File: config.mk
export PLATFORM = sky130hd
export DESIGN_NAME = ad5318_update_scheduler_flat
export DESIGN_NICKNAME = d
export VERILOG_FILES = /design/src/rtl/ad5318_pkg.sv /design/src/rtl/ad5318_update_scheduler_if.sv /design/src/rtl/rr_arbiter8.sv /design/src/rtl/ad5318_update_scheduler.sv /design/src/flat_wrapper.sv
export SDC_FILE = /design/constraint.sdc
export NUM_CORES = 1
export LEC_CHECK = 0
export CAP_MARGIN = 0
export CORE_MARGIN = 2
export CORE_UTILIZATION = 47
export DETAILED_ROUTE_END_ITERATION = 16
export HOLD_SLACK_MARGIN = 0.12
export PLACE_DENSITY = 0.66
export SYNTH_ARGS = -nofsm -noshare
export SYNTH_HDL_FRONTEND = slang
export SYNTH_SLANG_ARGS = --single-unit
File: constraint.sdc
create_clock -name clkin -period 10.1 [get_ports clkin]
set_input_delay 2.525 -clock clkin [delete_from_list [all_inputs] [get_ports clkin]]
set_output_delay 2.525 -clock clkin [all_outputs]
set_load 0.02 [all_outputs]
File: src/rtl/ad5318_pkg.sv
// Shared types and constants for the AD5318 update scheduler.
package ad5318_pkg;

    localparam int unsigned NUM_CH = 8;
    localparam int unsigned CH_W   = 3;
    localparam int unsigned DATA_W = 10;

    typedef enum logic [2:0] {
        StInit,
        StIdle,
        StArb,
        StSend,
        StWaitLo,
        StWaitHi,
        StLdac
    } state_e;

    function automatic logic [15:0] data_word(input logic [DATA_W-1:0] value);
        return {{(16 - DATA_W){1'b0}}, value};
    endfunction

endpackage

File: src/rtl/ad5318_update_scheduler_if.sv
// Stream link from the scheduler to the AD5318 serial driver.
interface ad5318_update_scheduler_if;

    logic [15:0] m_tdata;
    logic [2:0]  m_tuser;
    logic        m_tvalid;
    logic        m_tready;

    modport master (output m_tdata, output m_tuser, output m_tvalid, input m_tready);
    modport slave  (input m_tdata, input m_tuser, input m_tvalid, output m_tready);

endinterface

File: src/rtl/rr_arbiter8.sv
// Combinational 8-way round-robin pick: first set bit after rr_i, wrapping.
module rr_arbiter8 (
    input  logic [7:0] pending_i,
    input  logic [2:0] rr_i,
    output logic [2:0] grant_o,
    output logic       valid_o
);

    logic [2:0] idx;

    always_comb begin
        grant_o = '0;
        valid_o = 1'b0;
        idx     = '0;
        // Scan from farthest to nearest so the nearest hit is written last.
        for (int i = 8; i >= 1; i--) begin
            idx = rr_i + 3'(i);
            if (pending_i[idx]) begin
                grant_o = idx;
                valid_o = 1'b1;
            end
        end
    end

endmodule

File: src/rtl/ad5318_update_scheduler.sv
// Round-robin setpoint scheduler for a shared AD5318 driver with batched LDAC.
// Optional periodic refresh of all channels under `AUTO_REFRESH_EN.
module ad5318_update_scheduler
    import ad5318_pkg::*;
#(
    parameter logic [15:0] CFG_WORD       = 16'h8000,
    parameter int unsigned LDAC_PULSE     = 4,
    parameter logic [23:0] REFRESH_PERIOD = 24'd1_000_000
) (
    input  logic                       clkin,
    input  logic                       rstn,
    input  logic                       wr_en,
    input  logic [CH_W-1:0]            wr_ch,
    input  logic [DATA_W-1:0]          wr_data,
    ad5318_update_scheduler_if.master  m,
    output logic                       ldac_b,
    output logic [NUM_CH-1:0]          pending,
    output logic                       busy
);

    state_e              state_q, state_d;
    logic [DATA_W-1:0]   shadow_q [NUM_CH];
    logic [DATA_W-1:0]   shadow_d [NUM_CH];
    logic [NUM_CH-1:0]   pending_q, pending_d, pending_w, wr_mask;
    logic [CH_W-1:0]     rr_q, rr_d, gnt;
    logic                gnt_valid;
    logic [15:0]         tdata_q, tdata_d;
    logic [CH_W-1:0]     tuser_q, tuser_d;
    logic                tvalid_q, tvalid_d;
    logic                ldac_b_q, ldac_b_d;
    logic [3:0]          ldac_cnt_q, ldac_cnt_d;
    logic                sent_any_q, sent_any_d;
`ifdef AUTO_REFRESH_EN
    logic [23:0]         refresh_cnt_q, refresh_cnt_d;
    logic                init_done_q, init_done_d;
`else
    logic                unused_refresh;
    assign unused_refresh = ^REFRESH_PERIOD;
`endif

    rr_arbiter8 u_arb (
        .pending_i (pending_q),
        .rr_i      (rr_q),
        .grant_o   (gnt),
        .valid_o   (gnt_valid)
    );

    assign wr_mask   = wr_en ? (NUM_CH'(1) << wr_ch) : '0;
    // A write landing this cycle counts as pending for IDLE/WAIT_HI decisions.
    assign pending_w = pending_q | wr_mask;

    always_comb begin
        state_d    = state_q;
        shadow_d   = shadow_q;
        pending_d  = pending_q;
        rr_d       = rr_q;
        tdata_d    = tdata_q;
        tuser_d    = tuser_q;
        tvalid_d   = tvalid_q;
        ldac_b_d   = ldac_b_q;
        ldac_cnt_d = ldac_cnt_q;
        sent_any_d = sent_any_q;
`ifdef AUTO_REFRESH_EN
        refresh_cnt_d = refresh_cnt_q;
        init_done_d   = init_done_q;
`endif
        unique case (state_q)
            StInit: begin
                tdata_d  = CFG_WORD;
                tuser_d  = '0;
                tvalid_d = 1'b1;
                state_d  = StSend;
`ifdef AUTO_REFRESH_EN
                init_done_d = 1'b1;
`endif
            end
            StIdle: begin
                if (pending_w != '0) state_d = StArb;
            end
            StArb: begin
                if (gnt_valid) begin
                    pending_d[gnt] = 1'b0;
                    rr_d           = gnt;
                    tdata_d        = data_word(shadow_q[gnt]);
                    tuser_d        = gnt;
                    tvalid_d       = 1'b1;
                    sent_any_d     = 1'b1;
                    state_d        = StSend;
                end else begin
                    state_d = StIdle;
                end
            end
            StSend: begin
                if (m.m_tready) begin
                    tvalid_d = 1'b0;
                    state_d  = StWaitLo;
                end
            end
            StWaitLo: begin
                if (!m.m_tready) state_d = StWaitHi;
            end
            StWaitHi: begin
                if (m.m_tready) begin
                    if (pending_w != '0) begin
                        state_d = StArb;
                    end else if (sent_any_q) begin
                        ldac_b_d   = 1'b0;
                        ldac_cnt_d = 4'(LDAC_PULSE - 1);
                        state_d    = StLdac;
                    end else begin
                        state_d = StIdle;
                    end
                end
            end
            StLdac: begin
                if (ldac_cnt_q == '0) begin
                    ldac_b_d   = 1'b1;
                    sent_any_d = 1'b0;
                    state_d    = StIdle;
                end else begin
                    ldac_cnt_d = ldac_cnt_q - 4'd1;
                end
            end
            default: state_d = StIdle;
        endcase

        // Applied after the grant clear so a same-cycle write wins.
        if (wr_en) begin
            shadow_d[wr_ch]  = wr_data;
            pending_d[wr_ch] = 1'b1;
        end

`ifdef AUTO_REFRESH_EN
        if (!init_done_q) begin
            refresh_cnt_d = '0;
        end else if (refresh_cnt_q == REFRESH_PERIOD - 24'd1) begin
            refresh_cnt_d = '0;
            pending_d     = '1;
        end else begin
            refresh_cnt_d = refresh_cnt_q + 24'd1;
        end
`endif
    end

    always_ff @(posedge clkin) begin
        if (!rstn) begin
            state_q    <= StInit;
            for (int i = 0; i < NUM_CH; i++) shadow_q[i] <= '0;
            pending_q  <= '0;
            rr_q       <= 3'd7;
            tdata_q    <= '0;
            tuser_q    <= '0;
            tvalid_q   <= 1'b0;
            ldac_b_q   <= 1'b1;
            ldac_cnt_q <= '0;
            sent_any_q <= 1'b0;
`ifdef AUTO_REFRESH_EN
            refresh_cnt_q <= '0;
            init_done_q   <= 1'b0;
`endif
        end else begin
            state_q    <= state_d;
            shadow_q   <= shadow_d;
            pending_q  <= pending_d;
            rr_q       <= rr_d;
            tdata_q    <= tdata_d;
            tuser_q    <= tuser_d;
            tvalid_q   <= tvalid_d;
            ldac_b_q   <= ldac_b_d;
            ldac_cnt_q <= ldac_cnt_d;
            sent_any_q <= sent_any_d;
`ifdef AUTO_REFRESH_EN
            refresh_cnt_q <= refresh_cnt_d;
            init_done_q   <= init_done_d;
`endif
        end
    end

    assign m.m_tdata  = tdata_q;
    assign m.m_tuser  = tuser_q;
    assign m.m_tvalid = tvalid_q;
    assign ldac_b     = ldac_b_q;
    assign pending    = pending_q;
    assign busy       = (state_q != StIdle);

endmodule

File: src/flat_wrapper.sv
// flat-port wrapper written by rule: the top's interface ports become plain ports
module ad5318_update_scheduler_flat import ad5318_pkg::*;
#(
    parameter logic [15:0] CFG_WORD       = 16'h8000,
    parameter int unsigned LDAC_PULSE     = 4,
    parameter logic [23:0] REFRESH_PERIOD = 24'd1_000_000
)
  (clkin, rstn, wr_en, wr_ch, wr_data, ldac_b, pending, busy, m_m_tdata, m_m_tuser, m_m_tvalid, m_m_tready);
  ad5318_update_scheduler_if m_i ();
  input  logic clkin;
  input  logic rstn;
  input  logic wr_en;
  input  logic [CH_W-1:0] wr_ch;
  input  logic [DATA_W-1:0] wr_data;
  output logic ldac_b;
  output logic [NUM_CH-1:0] pending;
  output logic busy;
  output wire logic [$bits(m_i.m_tdata)-1:0] m_m_tdata;
  output wire logic [$bits(m_i.m_tuser)-1:0] m_m_tuser;
  output wire logic [$bits(m_i.m_tvalid)-1:0] m_m_tvalid;
  input wire logic [$bits(m_i.m_tready)-1:0] m_m_tready;
  assign m_m_tdata = m_i.m_tdata;
  assign m_m_tuser = m_i.m_tuser;
  assign m_m_tvalid = m_i.m_tvalid;
  assign m_i.m_tready = m_m_tready;
  ad5318_update_scheduler #(.CFG_WORD(CFG_WORD), .LDAC_PULSE(LDAC_PULSE), .REFRESH_PERIOD(REFRESH_PERIOD)) u_core (.clkin(clkin), .rstn(rstn), .wr_en(wr_en), .wr_ch(wr_ch), .wr_data(wr_data), .m(m_i), .ldac_b(ldac_b), .pending(pending), .busy(busy));
endmodule
Yosys cells after proc, flatten, opt, wreduce, memory -nomap -nowiden
Cells that the tools add are included.
- bitwise logic cells: 6
- $add $sub $neg: 8
- eq/ne operators: 16
- $lt $le $gt $ge: 15
- shift-type cells: 1
- muxes and demuxes: 74
- reductions and logical operators: 17
- operators with widths (cell ; number):
    bitwise mux 80 bit ; 1
    two-way mux 3 bit ; 16
    less-than comparator 3 x 4 -> 1 bit, second input constant ; 10
    two-way mux 8 bit ; 4
    one-hot mux 16 bit (2 select lines) ; 1
    binary-select mux 10 bit (select 3 bit) ; 1
    demux 10 bit (select 3 bit) ; 1
    two-way mux 10 bit ; 3
    two-way mux 1 bit ; 25
    binary-select mux 1 bit (select 3 bit) ; 8
    one-hot mux 3 bit (7 select lines) ; 1
    two-way mux 16 bit ; 1
    two-way mux 4 bit ; 4
    bitwise OR 8 bit ; 2
    AND reduction 5 bit ; 3
    adder 3 bit, second input constant ; 4
    inequality test 2 bit, second input constant ; 5
    equality test 3 bit, second input constant ; 3
    bitwise AND 8 bit ; 1
    >= comparator 4 bit, second input constant ; 2
    inequality test 2 x 1 -> 1 bit, second input constant ; 4
    inverter 3 -> 4 bit ; 2
    inverter 8 bit ; 1
    one-hot mux 4 bit (2 select lines) ; 1
    22 further kinds ; 33
- logic and storage cells: 154
- output and inout port bits: 30
- input bits: 17
- bits in registers: 120

Depth between registers and ports, before layout
- word-level depth: 20
- gate-level depth with buffers: 15
- mapped depth without buffers: 10

By module
From an unflattened synthesis, not the netlist that was laid out.
- cell total of the unflattened synthesis: 687
- area, all modules: 5833.1 µm²
- modules (own cells, without submodules) (module ; seq. area each (µm²) ; instances ; area an instance (µm²) ; cells each):
    ad5318_update_scheduler ; 2302.2 ; 1 ; 5083.6 ; 599
    rr_arbiter8 ; 0.0 ; 1 ; 749.5 ; 88

Worst setup path before layout
OpenSTA, ideal clock, no wires.
- kind: register to register
- from: register u_core.rr_q[1]
- to: register u_core.tdata_q[9], in the netlist u_core.m.m_tdata[9]
- buffers on the path: 5
- cell stages (with the launch flop): 16
- setup time: 117 ps
- data required time: 9983 ps
- data arrival time: 4210 ps
- period minus slack after synthesis: 4327 ps
- slack: 5773 ps
- cells stage by stage: dfxtp_1 -> clkbuf_1 -> buf_1 -> clkinv_1 -> ha_1 -> buf_1 -> mux4_2 -> mux2_2 -> or4_1 -> a221o_1 -> nand3_1 -> buf_6 -> buf_4 -> mux2i_1 -> a22oi_1 -> a22o_1
- longest elaborated chain between the ends: 16
- elaborated cells between the ends (all ways): 47
- classes of those cells: add/sub (7); eq/ne (1); mux (37); bitwise (1); reduce/logical (1)
- RTL lines (element ; RTL line ; text):
    start: declaration ; ad5318_update_scheduler.sv:25 ; logic [CH_W-1:0] rr_q, rr_d, gnt;
    start signal: assignment ; ad5318_update_scheduler.sv:165 ; rr_q <= rr_d;
    adder 3 bit or binary-select mux 1 bit (select 3 bit) (tied branches) ; rr_arbiter8.sv:17, rr_arbiter8.sv:18 ;
    binary-select mux 1 bit (select 3 bit) or two-way mux 1 bit (tied branches) ; rr_arbiter8.sv:18 ; if (pending_i[idx]) begin
    two-way mux 1 bit (implied by the code) or two-way mux 3 bit (tied branches) ; rr_arbiter8.sv:18 ;
    two-way mux 3 bit (7 in a row) ; rr_arbiter8.sv:18 ;
    inverter 3 -> 4 bit (implied by the code) ; ad5318_update_scheduler.sv:84 ; tdata_d = data_word(shadow_q[gnt]);
    binary-select mux 10 bit (select 3 bit) ; ad5318_update_scheduler.sv:84 ;
    two-way mux 10 bit (implied by the code) (2 in a row) ; ad5318_update_scheduler.sv:84 ;
    two-way mux 16 bit ; ad5318_update_scheduler.sv:81 ; if (gnt_valid) begin
    one-hot mux 16 bit (2 select lines) ; ad5318_update_scheduler.sv:67 ; unique case (state_q)
    end signal: assignment ; ad5318_update_scheduler.sv:166 ; tdata_q <= tdata_d;
    end: declaration ; ad5318_update_scheduler.sv:27 ; logic [15:0] tdata_q, tdata_d;
Parallel ways exist; a longest one is shown, timed or not. The select of a mux whose other input is x is not followed.
A chain may end at the register's enable or synchronous reset.

Worst setup path in the final report
- from: register u_core.rr_q[0]
- to: register u_core.tdata_q[7], in the netlist u_core.m.m_tdata[7]
The elaborated chain is that of the path after synthesis.

==> impl_metrics.toml <==
[clock_tree]
postCtsSetupRepairBufs = 0
clk_pin_slew_worst_paths_ns = 0.05
cts_sinks = 115
holdBufCountCts = 0
clk_path_buf_depth = 2
clkLatencyLatePin_ns = 0.41
cts_root_buffer = "clkbuf_16"
cts_made_buffers = 17
htree_levels = 4
cts_tree = "built"
cts_resized = 0

[setup_path]
worst-path-buf-inv = 2
crit_fanout = 46
cp-start-kind = "register"
crit_required_ns = 10.46
cpPeakStageDelay_ns = 0.89
path_class = "register to register"
r2r_cells = 11
reg2reg_to = "u_core.m.m_tdata[7]$_SDFFE_PN0P_"
cp_slowest_cell = "dfxtp_1"
cp.arrival_ns = 5.73
reg2reg_from = "u_core.rr_q[0]$_SDFFE_PN1P_"
crit_path_end_kind = "register"
r2r_slack_ns = 4.72
path_cells = "clkinv_1 -> ha_1 -> mux4_2 -> mux2_4 -> or4_1 -> a221o_1 -> nand3_2 -> buf_4 -> mux2i_1 -> a221oi_2 -> a22o_1"
crit_family = "multiplexers"

[detailed_routing]
finalWirelength_um = 16300
drc = 0
drt_iter0_drc = 615
dr.pass1.iters = 5
avgViaCountPerCell = 5.82
postRouteAntennaNets = 0
vias = 5287
routedWlPerCell_um = 17.9

[placed_design]
gp_congestion = 0.884
io_buffers = 41
hpwl_um = 10400

[yosys]
synth_cell_types = 54
yosysMostFrequentCell = "nand2_1"
yosys_warnings = 0
synth_edf_count = 0
netlist_instances = 721
async_flop_share_pct = 0
ys_top_cells_by_area = "dfxtp_1 38%, nand2_1 11%, a21boi_0 11%, mux2i_1 7.8%, mux4_2 4.0%"
syn_area_um2 = 6140
yosys.area.top_type_share_pct = 37.5
ys_seq_elements = 115
syn_area_per_cell_um2 = 8.51
dominantRegCellSynth = "dfxtp_1"
synth_top_cell_by_area = "dfxtp_1"
ys_seq_area_share_pct = 37.5
synth_common_cells = "186 x nand2_1, 115 x dfxtp_1, 90 x a21boi_0, 48 x mux2i_1, 44 x clkbuf_1"

[floorplan]
rows = 41
core_area_um2 = 12700
die_h_um = 118
die_area_um2 = 14000
die_w_um = 118
start_util_pct = 48.4
pin_count = 47

[worst_hold_path]
min_path_type = "register to register"
hold_end = "u_core.m.m_tvalid$_SDFFE_PN0P_"
min_path_cells = 2
holdCritStartpoint = "u_core.m.m_tvalid$_SDFFE_PN0P_"

[cells_and_area]
seq_area_um2 = 2300
syn2layout_area_growth_pct = 15.1
num-nets-final = 745
drive_above_1_share_pct = 8.55
fin_util_pct = 55.8
fillCellCount = 1167
num_antenna_cells = 0
multiInputGateArea_um2 = 3460

[global_route]
grtUsageTotal_pct = 23.8
grt_pass1_wl_um = 26500
grt_pass1_vias = 5091
grt-ovfl-total = 0
grt_start_max_net_pins = 107
antenna_found_initial = 0

[run_status]
outcome = "completed"

[power]
power_density_nw_per_um2 = 191
ir_worst_vdd_uv = 112
p_leak_nw = 2.46

[timing]
finalClockSkew_ns = 0.00951
tightest_slew_ns = 1.21
fmax_mhz = 186
final_hold_viol_count = 0
min_period_over_period_pct = 53.2
finalSetupTns_ns = 0
final-max-slew-violation-count = 0
setup_viol = 0
min_period_ns = 5.38
slew-limit-headroom_pct = 19.4
rsz0062_at_grt = "no"

[job]
cap_viol_max_count = 0
how the worst max path moves through the flow:
stage                     slack [ns]                   startpoint                                to  cells after the start
after floorplan                 5.77  u_core.rr_q[1]$_SDFFE_PN1P_  u_core.m.m_tdata[9]$_SDFFE_PN0P_                     15
after global placement          4.88  u_core.rr_q[0]$_SDFFE_PN1P_  u_core.m.m_tdata[2]$_SDFFE_PN0P_                     11
after detailed placement        4.76  u_core.rr_q[0]$_SDFFE_PN1P_  u_core.m.m_tdata[2]$_SDFFE_PN0P_                     11
after CTS                       4.72  u_core.rr_q[0]$_SDFFE_PN1P_  u_core.m.m_tdata[2]$_SDFFE_PN0P_                     11
after global routing            4.34  u_core.rr_q[0]$_SDFFE_PN1P_  u_core.m.m_tdata[5]$_SDFFE_PN0P_                     11
final                           4.72  u_core.rr_q[0]$_SDFFE_PN1P_  u_core.m.m_tdata[7]$_SDFFE_PN0P_                     11
kinds of logic after synthesis:
kind of cell	share of synthesized area [%]
XOR/XNOR	0.714
AO/OA/AOI/OAI	22.8
flip-flops	37.5
AND/OR/NAND/NOR	17.9
buffers and inverters	6.44
other	0.0611
adder cells (fa/ha/maj)	0.816
multiplexers	13.8
where the power goes:
part           internal [mW]  switching, mW  leakage (nW)
combinational          0.109          0.158          1.25
clock                  0.381          0.209         0.283
sequential             0.470         0.0249         0.932
metal layers:
metal / part of all wire, % / GRT usage (%)
met1: 45 / 30.9
met2: 48 / 39.1
met3: 5.7 / 5.69
met4: 1.5 / 7.45
met5: 0 / 0
stage by stage:
step	std cells	area, um^2	total power, mW	setup WS (ns)	hold slack, ns
CTS	909	7070	1.36	4.72	0.454
global route	909	7070	1.41	4.34	0.484
floorplan	725	6150	0.707	5.77	0.443
detailed placement	877	6480	0.767	4.76	0.444
global placement	877	6480	0.760	4.88	0.442
finish	909	7070	1.35	4.72	0.457
registers in the layout (all words and copies together), names as in the netlist:
register           flops
u_core.m.m_tvalid      1
u_core.state_q         3
u_core.ldac_b          1
u_core.sent_any_q      1
u_core.m.m_tuser       3
u_core.pending         8
u_core.ldac_cnt_q      4
u_core.shadow_q       80
u_core.m.m_tdata      11
u_core.rr_q            3
area by class of cell:
class	count	share of cell area, %
inverters	15	0.797
repair buffers	47	6.38
clock inverters	9	1.47
clock buffers	23	6.76
well taps	172	3.05
multi-input cells	528	49.0
flip-flops and latches	115	32.6
worst reg2reg max path, stage by stage (launching register included):
cell and delay, ns:
dfxtp_1 0.89, clkinv_1 0.50, ha_1 0.70, mux4_2 0.64
mux2_4 0.33, or4_1 0.52, a221o_1 0.29, nand3_2 0.06
buf_4 0.58, mux2i_1 0.23, a221oi_2 0.41, a22o_1 0.18
layout by cell type, fill, tap and decap left out, types with 4 or more instances in the layout:
cell type / n
nand2_1: 186
dfxtp_1: 115
a21boi_0: 90
mux2i_1: 48
clkdlybuf4s50_1: 40
nor2_1: 19
clkbuf_16: 17
a22oi_1: 13
inv_1: 12
o21ai_0: 12
a21oi_1: 12
a22o_1: 12
nor2b_1: 11
mux4_2: 11
o21a_1: 10
mux2_2: 9
a221oi_1: 9
nor3_1: 8
a31oi_1: 7
and2_1: 6
o211ai_1: 6
nand3_1: 6
buf_4: 6
nand2b_1: 5
conb_1: 5
ha_1: 4
clkinv_2: 4
(Power assumes the default switching activity.)
